**src/rtl/cim_cmd_dispatcher.sv**
```systemverilog
// In-order command front-end for MUL_controller: buffers host load/store and compute
// commands and issues them on ExLdSt (single cycle) and Compute (valid/ready).
module cim_cmd_dispatcher #(
  parameter int ROW_NUM = 16,
  parameter int ADDR_W  = 6,
  parameter int DEPTH   = 8,
  localparam int CMD_W  = 7 + 3 * ADDR_W,
  localparam int CNT_W  = $clog2(DEPTH) + 1
) (
  input  logic               clk,
  input  logic               rst_n,
  input  logic               host_valid,
  output logic               host_ready,
  input  logic               host_type,
  input  logic [CMD_W-1:0]   host_cmd,
  input  logic [ROW_NUM-1:0] host_wdata,
  output logic               rd_valid,
  output logic [ROW_NUM-1:0] rd_data,
  output logic               ExLdSt_valid,
  output logic [ADDR_W:0]    ExLdSt_command,
  output logic [ROW_NUM-1:0] ExLdSt_wdata,
  input  logic [ROW_NUM-1:0] ExLdSt_rdata,
  output logic               Compute_valid,
  input  logic               Compute_ready,
  output logic [CMD_W-1:0]   Compute_command,
  output logic [CNT_W-1:0]   fifo_count,
  output logic               busy
);
  localparam int PTR_W = $clog2(DEPTH);
  localparam int ENT_W = 1 + CMD_W + ROW_NUM;

  typedef enum logic {C_IDLE, C_WAIT} comp_state_e;
  comp_state_e state_q, state_d;

  logic [ENT_W-1:0]   fifo_mem [DEPTH];
  logic [PTR_W-1:0]   wr_ptr_q, rd_ptr_q;
  logic [CNT_W-1:0]   count_q, count_d;
  logic [CMD_W-1:0]   comp_cmd_q;
  logic               ldst_valid_q;
  logic [ADDR_W:0]    ldst_cmd_q;
  logic [ROW_NUM-1:0] ldst_wdata_q;
  logic               rd_pend_q, rd_valid_q;
  logic [ROW_NUM-1:0] rd_data_q;

  logic               full, push, pop, head_valid, head_type;
  logic               wait_after, ldst_issue, comp_issue;
  logic [CMD_W-1:0]   head_cmd;
  logic [ROW_NUM-1:0] head_wdata;
  logic [2:0]         clash_vec;

  assign full       = (count_q == CNT_W'(DEPTH));
  assign push       = host_valid & ~full;
  assign head_valid = (count_q != '0);
  assign {head_type, head_cmd, head_wdata} = fifo_mem[rd_ptr_q];

  // Clash and stall decisions use the post-retire view of the compute slot.
  assign wait_after = (state_q == C_WAIT) & ~Compute_ready;

  for (genvar gi = 0; gi < 3; gi++) begin : g_clash
    assign clash_vec[gi] = (comp_cmd_q[gi*ADDR_W +: ADDR_W] == head_cmd[ADDR_W-1:0]);
  end

  assign ldst_issue = head_valid & ~head_type & ~(wait_after & (|clash_vec));
  assign comp_issue = head_valid & head_type & ~wait_after;
  assign pop        = ldst_issue | comp_issue;

  always_comb begin
    state_d       = state_q;
    Compute_valid = (state_q == C_WAIT);
    case (state_q)
      C_IDLE:  if (comp_issue) state_d = C_WAIT;
      C_WAIT:  if (Compute_ready) state_d = comp_issue ? C_WAIT : C_IDLE;
      default: state_d = C_IDLE;
    endcase
  end

  always_comb begin
    count_d = count_q;
    if (push && !pop)      count_d = count_q + CNT_W'(1);
    else if (!push && pop) count_d = count_q - CNT_W'(1);
  end

  always_ff @(posedge clk) begin
    if (push) fifo_mem[wr_ptr_q] <= {host_type, host_cmd, host_wdata};
  end

  always_ff @(posedge clk or negedge rst_n) begin
    if (!rst_n) begin
      state_q      <= C_IDLE;
      wr_ptr_q     <= '0;
      rd_ptr_q     <= '0;
      count_q      <= '0;
      comp_cmd_q   <= '0;
      ldst_valid_q <= 1'b0;
      ldst_cmd_q   <= '0;
      ldst_wdata_q <= '0;
      rd_pend_q    <= 1'b0;
      rd_valid_q   <= 1'b0;
      rd_data_q    <= '0;
    end else begin
      state_q      <= state_d;
      count_q      <= count_d;
      ldst_valid_q <= ldst_issue;
      if (push)       wr_ptr_q   <= wr_ptr_q + PTR_W'(1);
      if (pop)        rd_ptr_q   <= rd_ptr_q + PTR_W'(1);
      if (comp_issue) comp_cmd_q <= head_cmd;
      if (ldst_issue) begin
        ldst_cmd_q   <= head_cmd[ADDR_W:0];
        ldst_wdata_q <= head_wdata;
      end
      // Store read-back: controller data is valid the cycle after the issue strobe.
      rd_pend_q  <= ldst_valid_q & ~ldst_cmd_q[ADDR_W];
      rd_valid_q <= rd_pend_q;
      if (rd_pend_q) rd_data_q <= ExLdSt_rdata;
    end
  end

  assign host_ready      = ~full;
  assign fifo_count      = count_q;
  assign Compute_command = comp_cmd_q;
  assign ExLdSt_valid    = ldst_valid_q;
  assign ExLdSt_command  = ldst_cmd_q;
  assign ExLdSt_wdata    = ldst_wdata_q;
  assign rd_valid        = rd_valid_q;
  assign rd_data         = rd_data_q;
  assign busy            = head_valid | Compute_valid | (ldst_valid_q & ~ldst_cmd_q[ADDR_W]) | rd_pend_q;

endmodule

```
**config.mk**
```make
export PLATFORM = sky130hd
export DESIGN_NAME = cim_cmd_dispatcher
export DESIGN_NICKNAME = d
export VERILOG_FILES = /design/src/rtl/cim_cmd_dispatcher.sv
export SDC_FILE = /design/constraint.sdc
export NUM_CORES = 1
export LEC_CHECK = 0
export CAP_MARGIN = 0
export CORE_MARGIN = 4
export CORE_UTILIZATION = 45
export CTS_CLUSTER_DIAMETER = 50
export CTS_CLUSTER_SIZE = 28
export DETAILED_ROUTE_END_ITERATION = 8
export PLACE_DENSITY_LB_ADDON = 0.1
export RECOVER_POWER = 100
export SYNTH_ARGS = -nofsm -noshare
export SYNTH_HDL_FRONTEND = slang
export SYNTH_SLANG_ARGS = --single-unit
```
**constraint.sdc**
```tcl
create_clock -name clk -period 12.8 [get_ports clk]
set_input_delay 1.28 -clock clk [delete_from_list [all_inputs] [get_ports clk]]
set_output_delay 1.28 -clock clk [all_outputs]
set_load 0.01 [all_outputs]
```
==> flow_metrics.env <==
export IMPL_outcome="complete, but fails checks"
export IMPL_violations="capacitance limit, slew limit"
export IMPL_synth_nets=944
export IMPL_cp_required_ns=13.22
export IMPL_netlist_area_sq_um=16300
export IMPL_coreArea_sq_um=35700
export IMPL_worstPathMaxFanout=57
export IMPL_first_iter_violations=510
export IMPL_synth_async_reset_ratio_pct=18.8
export IMPL_cts_tree="done"
export IMPL_fin_crit_ns=8.01
export IMPL_cellPowerDensity_nw_per_um2=250
export IMPL_pin_count=135
export IMPL_initial_core_util_pct=45.7
export IMPL_cts_htree_levels=2
export IMPL_num_rows=69
export IMPL_cp_cell_sequence="clkbuf_1, mux4_2, xnor2_1, nor3_1, nand4_1, nand3_1, nor2_1, o21ai_0, ha_1, inv_1, ha_1, a21o_1, a21oi_1, xnor2_1, nor2_1, xor2_1"
export IMPL_worstSetupEndpointType="flip-flop"
export IMPL_io_buffers=134
export IMPL_wl_mm=34.7
export IMPL_rsz0062_at_grt="no"
export IMPL_cts_buffers=39
export IMPL_wire_per_inst_microns=23.0
export IMPL_cts_sinks=414
export IMPL_cpPeakStageDelay_ns=2.88
export IMPL_die_x_microns=198
export IMPL_postRouteAntennaNets=0
export IMPL_yosysWarnings=0
export IMPL_syn_to_final_growth_pct=19.2
export IMPL_critPathArrivalTime_ns=8.43
export IMPL_crit_type="reg2reg"
export IMPL_overflow=0
export IMPL_grt_pass1_wl_mm=52.9
export IMPL_setup_tns_ns=0
export IMPL_cts_root_buf="clkbuf_16"
export IMPL_maxSlewHeadroom_pct=-170
export IMPL_grt_usage_pct=17.8
export IMPL_dr_pass1_iters=5
export IMPL_drive_gt1_share_pct=16.8
export IMPL_die_area_sq_um=39300
export IMPL_cp_start_kind="flip-flop"
export IMPL_viasPerCell=5.53
export IMPL_ys_types=36
export IMPL_drc_errors=0
export IMPL_ys_seq_area_share_pct=73.9
export IMPL_post_cts_setup_buffer_count=0
export IMPL_cts_reportedPaths_clkPinSlew_ns=0.07
export IMPL_clockBufferDepth=3
export IMPL_period_share_pct=62.6
export IMPL_nNetsFinal=1084
export IMPL_synth_area_per_cell_sq_um=18.6
export IMPL_skew_ns=0.0158
export IMPL_synth_edf_count=336
export IMPL_cpMaxStageDelayCell="clkbuf_1"
export IMPL_grt_pass1_vias=8460
export IMPL_dp_hpwl_mm=19.2
export IMPL_finalMaxSlewViolations=554
export IMPL_insertion_delay_ns=0.54
export IMPL_finalPower_mw=4.85
export IMPL_synthFlopType="edfxtp_1"
export IMPL_path_buf_inv=2
export IMPL_cts_resized=0
export IMPL_grt_max_degree=71
export IMPL_peakVddDrop_mv=0.137
export IMPL_finalHoldViolCount=0
export IMPL_cts_hold_buf=0
export IMPL_vias=8333
export IMPL_ys_ff_latch=414
export IMPL_max_freq_mhz=125
export IMPL_die_h_microns=198
export IMPL_gp_congestion=0.725
export IMPL_holdCritPathClass="reg2reg"
export IMPL_drv_cap=13
export IMPL_antenna_found_initial=3
export IMPL_crit_family="buffers and inverters"
export IMPL_syn_inst=876
export IMPL_tightestPinTransition_ns=4.06
export IMPL_p_leak_nw=6.65
export IMPL_finalSetupViolCount=0
==> tightest hold or removal path, stage by stage (launching register included) <==
cell	delay [ns]
dfrtp_1	0.34
nand2_1	0.04
o21ai_0	0.06
==> logic make-up (layout without fill, tap and decap cells) <==
kind of cell    after synthesis  in the layout  share of synthesized area, %
flops                       414            414                          73.9
compound gates               67             67                          2.26
buf+inv                      54            224                          1.66
other cells                   0              1                             0
fa+ha+maj                     6              6                         0.507
xor+xnor                     25             25                          1.34
simple gates                158            158                          4.79
mux                         152            152                          15.5
==> power breakdown <==
part	total, mW	leakage (nW)	switching [mW]	internal [mW]
Sequential	1.98	3.97	0.199	1.78
Combinational	1.65	2.00	0.868	0.786
Clock	1.22	0.679	0.546	0.673
==> sequential cells by signal (all words and copies together), names as in the netlist <==
register	flops
rd_valid	1
ExLdSt_command	7
rd_pend_q	1
Compute_command	25
wr_ptr_q	3
ExLdSt_valid	1
ExLdSt_wdata	16
fifo_mem	336
fifo_count	4
Compute_valid	1
rd_data	16
rd_ptr_q	3
==> placed cells by master (no fill, tap or decap), types with 6 or more instances in the layout <==
cell type and n:
edfxtp_1 336, dlygate4sd3_1 131, mux4_2 78, dfrtp_1 76, mux2i_1 54, nand2_1 44, nand3_1 42, clkbuf_16 39
nor3_1 31, o21ai_0 31, a21oi_1 26, mux2_2 17, or3_1 16, xnor2_1 14, clkbuf_1 13, xor2_1 11
nor2_1 7, o311ai_0 7, inv_6 7, clkinv_8 6
==> final timing paths <==
| check | startpoint | to | slack, ns | cells after the start |
|---|---|---|---|---|
| hold / removal | Compute_command[20]$_DFFE_PN0P_ | Compute_command[20]$_DFFE_PN0P_ | 0.48 | 2 |
| hold reg to reg | Compute_command[20]$_DFFE_PN0P_ | Compute_command[20]$_DFFE_PN0P_ | 0.48 | 2 |
| max in group asynchronous | rst_n | rd_ptr_q[2]$_DFFE_PN0P_ | 7.28 | 2 |
| setup reg to reg | rd_ptr_q[1]$_DFFE_PN0P_ | fifo_count[3]$_DFFE_PN0P_ | 4.79 | 16 |
| setup / recovery | rd_ptr_q[1]$_DFFE_PN0P_ | fifo_count[3]$_DFFE_PN0P_ | 4.79 | 16 |
| min in group asynchronous | rst_n | rd_data[4]$_DFFE_PN0P_ | 1.06 | 1 |
==> final cells by class <==
cell class | instances | area, sq um
Antenna cell | 1 | 2.50
Clock buffer | 40 | 980
Clock inverter | 31 | 402
Fill cell | 2800 | 16200
Inverter | 3 | 11.3
Multi-Input combinational cell | 408 | 4000
Sequential cell | 414 | 12000
Tap cell | 461 | 577
Timing Repair Buffer | 150 | 1410
==> metal layers <==
metal / wire length, microns / global-route usage, % / vias to the layer above / part of all wire, %
li1: - / - / 3780 / -
met3: 1720 / 3.32 / 45 / 5.0
met2: 16800 / 28.8 / 196 / 48
met4: 495 / 3.83 / 6 / 1.4
met1: 15700 / 25.8 / 4306 / 45
met5: 35 / 0 / - / 0.10
==> cell usage after synthesis (2+ instances only) <==
cell,number,area share [%]
o21ai_0,30,0.92
mux2i_1,54,3.3
xor2_1,11,0.59
nand2_1,44,1.0
nand4_1,4,0.15
a21oi_1,26,0.80
buf_1,6,0.14
or3_1,16,0.61
o311ai_1,7,0.38
edfxtp_1,336,62
clkbuf_1,25,0.58
nand2b_1,5,0.19
nand3b_1,2,0.092
mux4_2,78,11
nand3_1,41,1.3
nor4_1,2,0.077
xnor2_1,14,0.75
buf_6,4,0.28
nor2b_1,2,0.077
nor3_1,31,0.95
mux2_2,19,1.3
nor2_1,9,0.21
inv_1,3,0.069
buf_2,14,0.43
ha_1,5,0.38
dfrtp_1,78,12
==> per-stage QoR <==
step | std cells | cell area [sq um] | setup slack [ns] | hold WS, ns | utilization [%]
after global routing | 1507 | 19400 | 4.06 | 0.517 | 54.5
final | 1508 | 19400 | 4.79 | 0.482 | 54.5
after CTS | 1507 | 19500 | 7.99 | 0.491 | 54.8
after floorplan | 876 | 16300 | 6.82 | 0.352 | -
after detailed placement | 1436 | 18100 | 7.98 | 0.475 | 50.9
after global placement | 1436 | 18100 | 8.00 | 0.471 | 50.9
(Power assumes the default switching activity.)
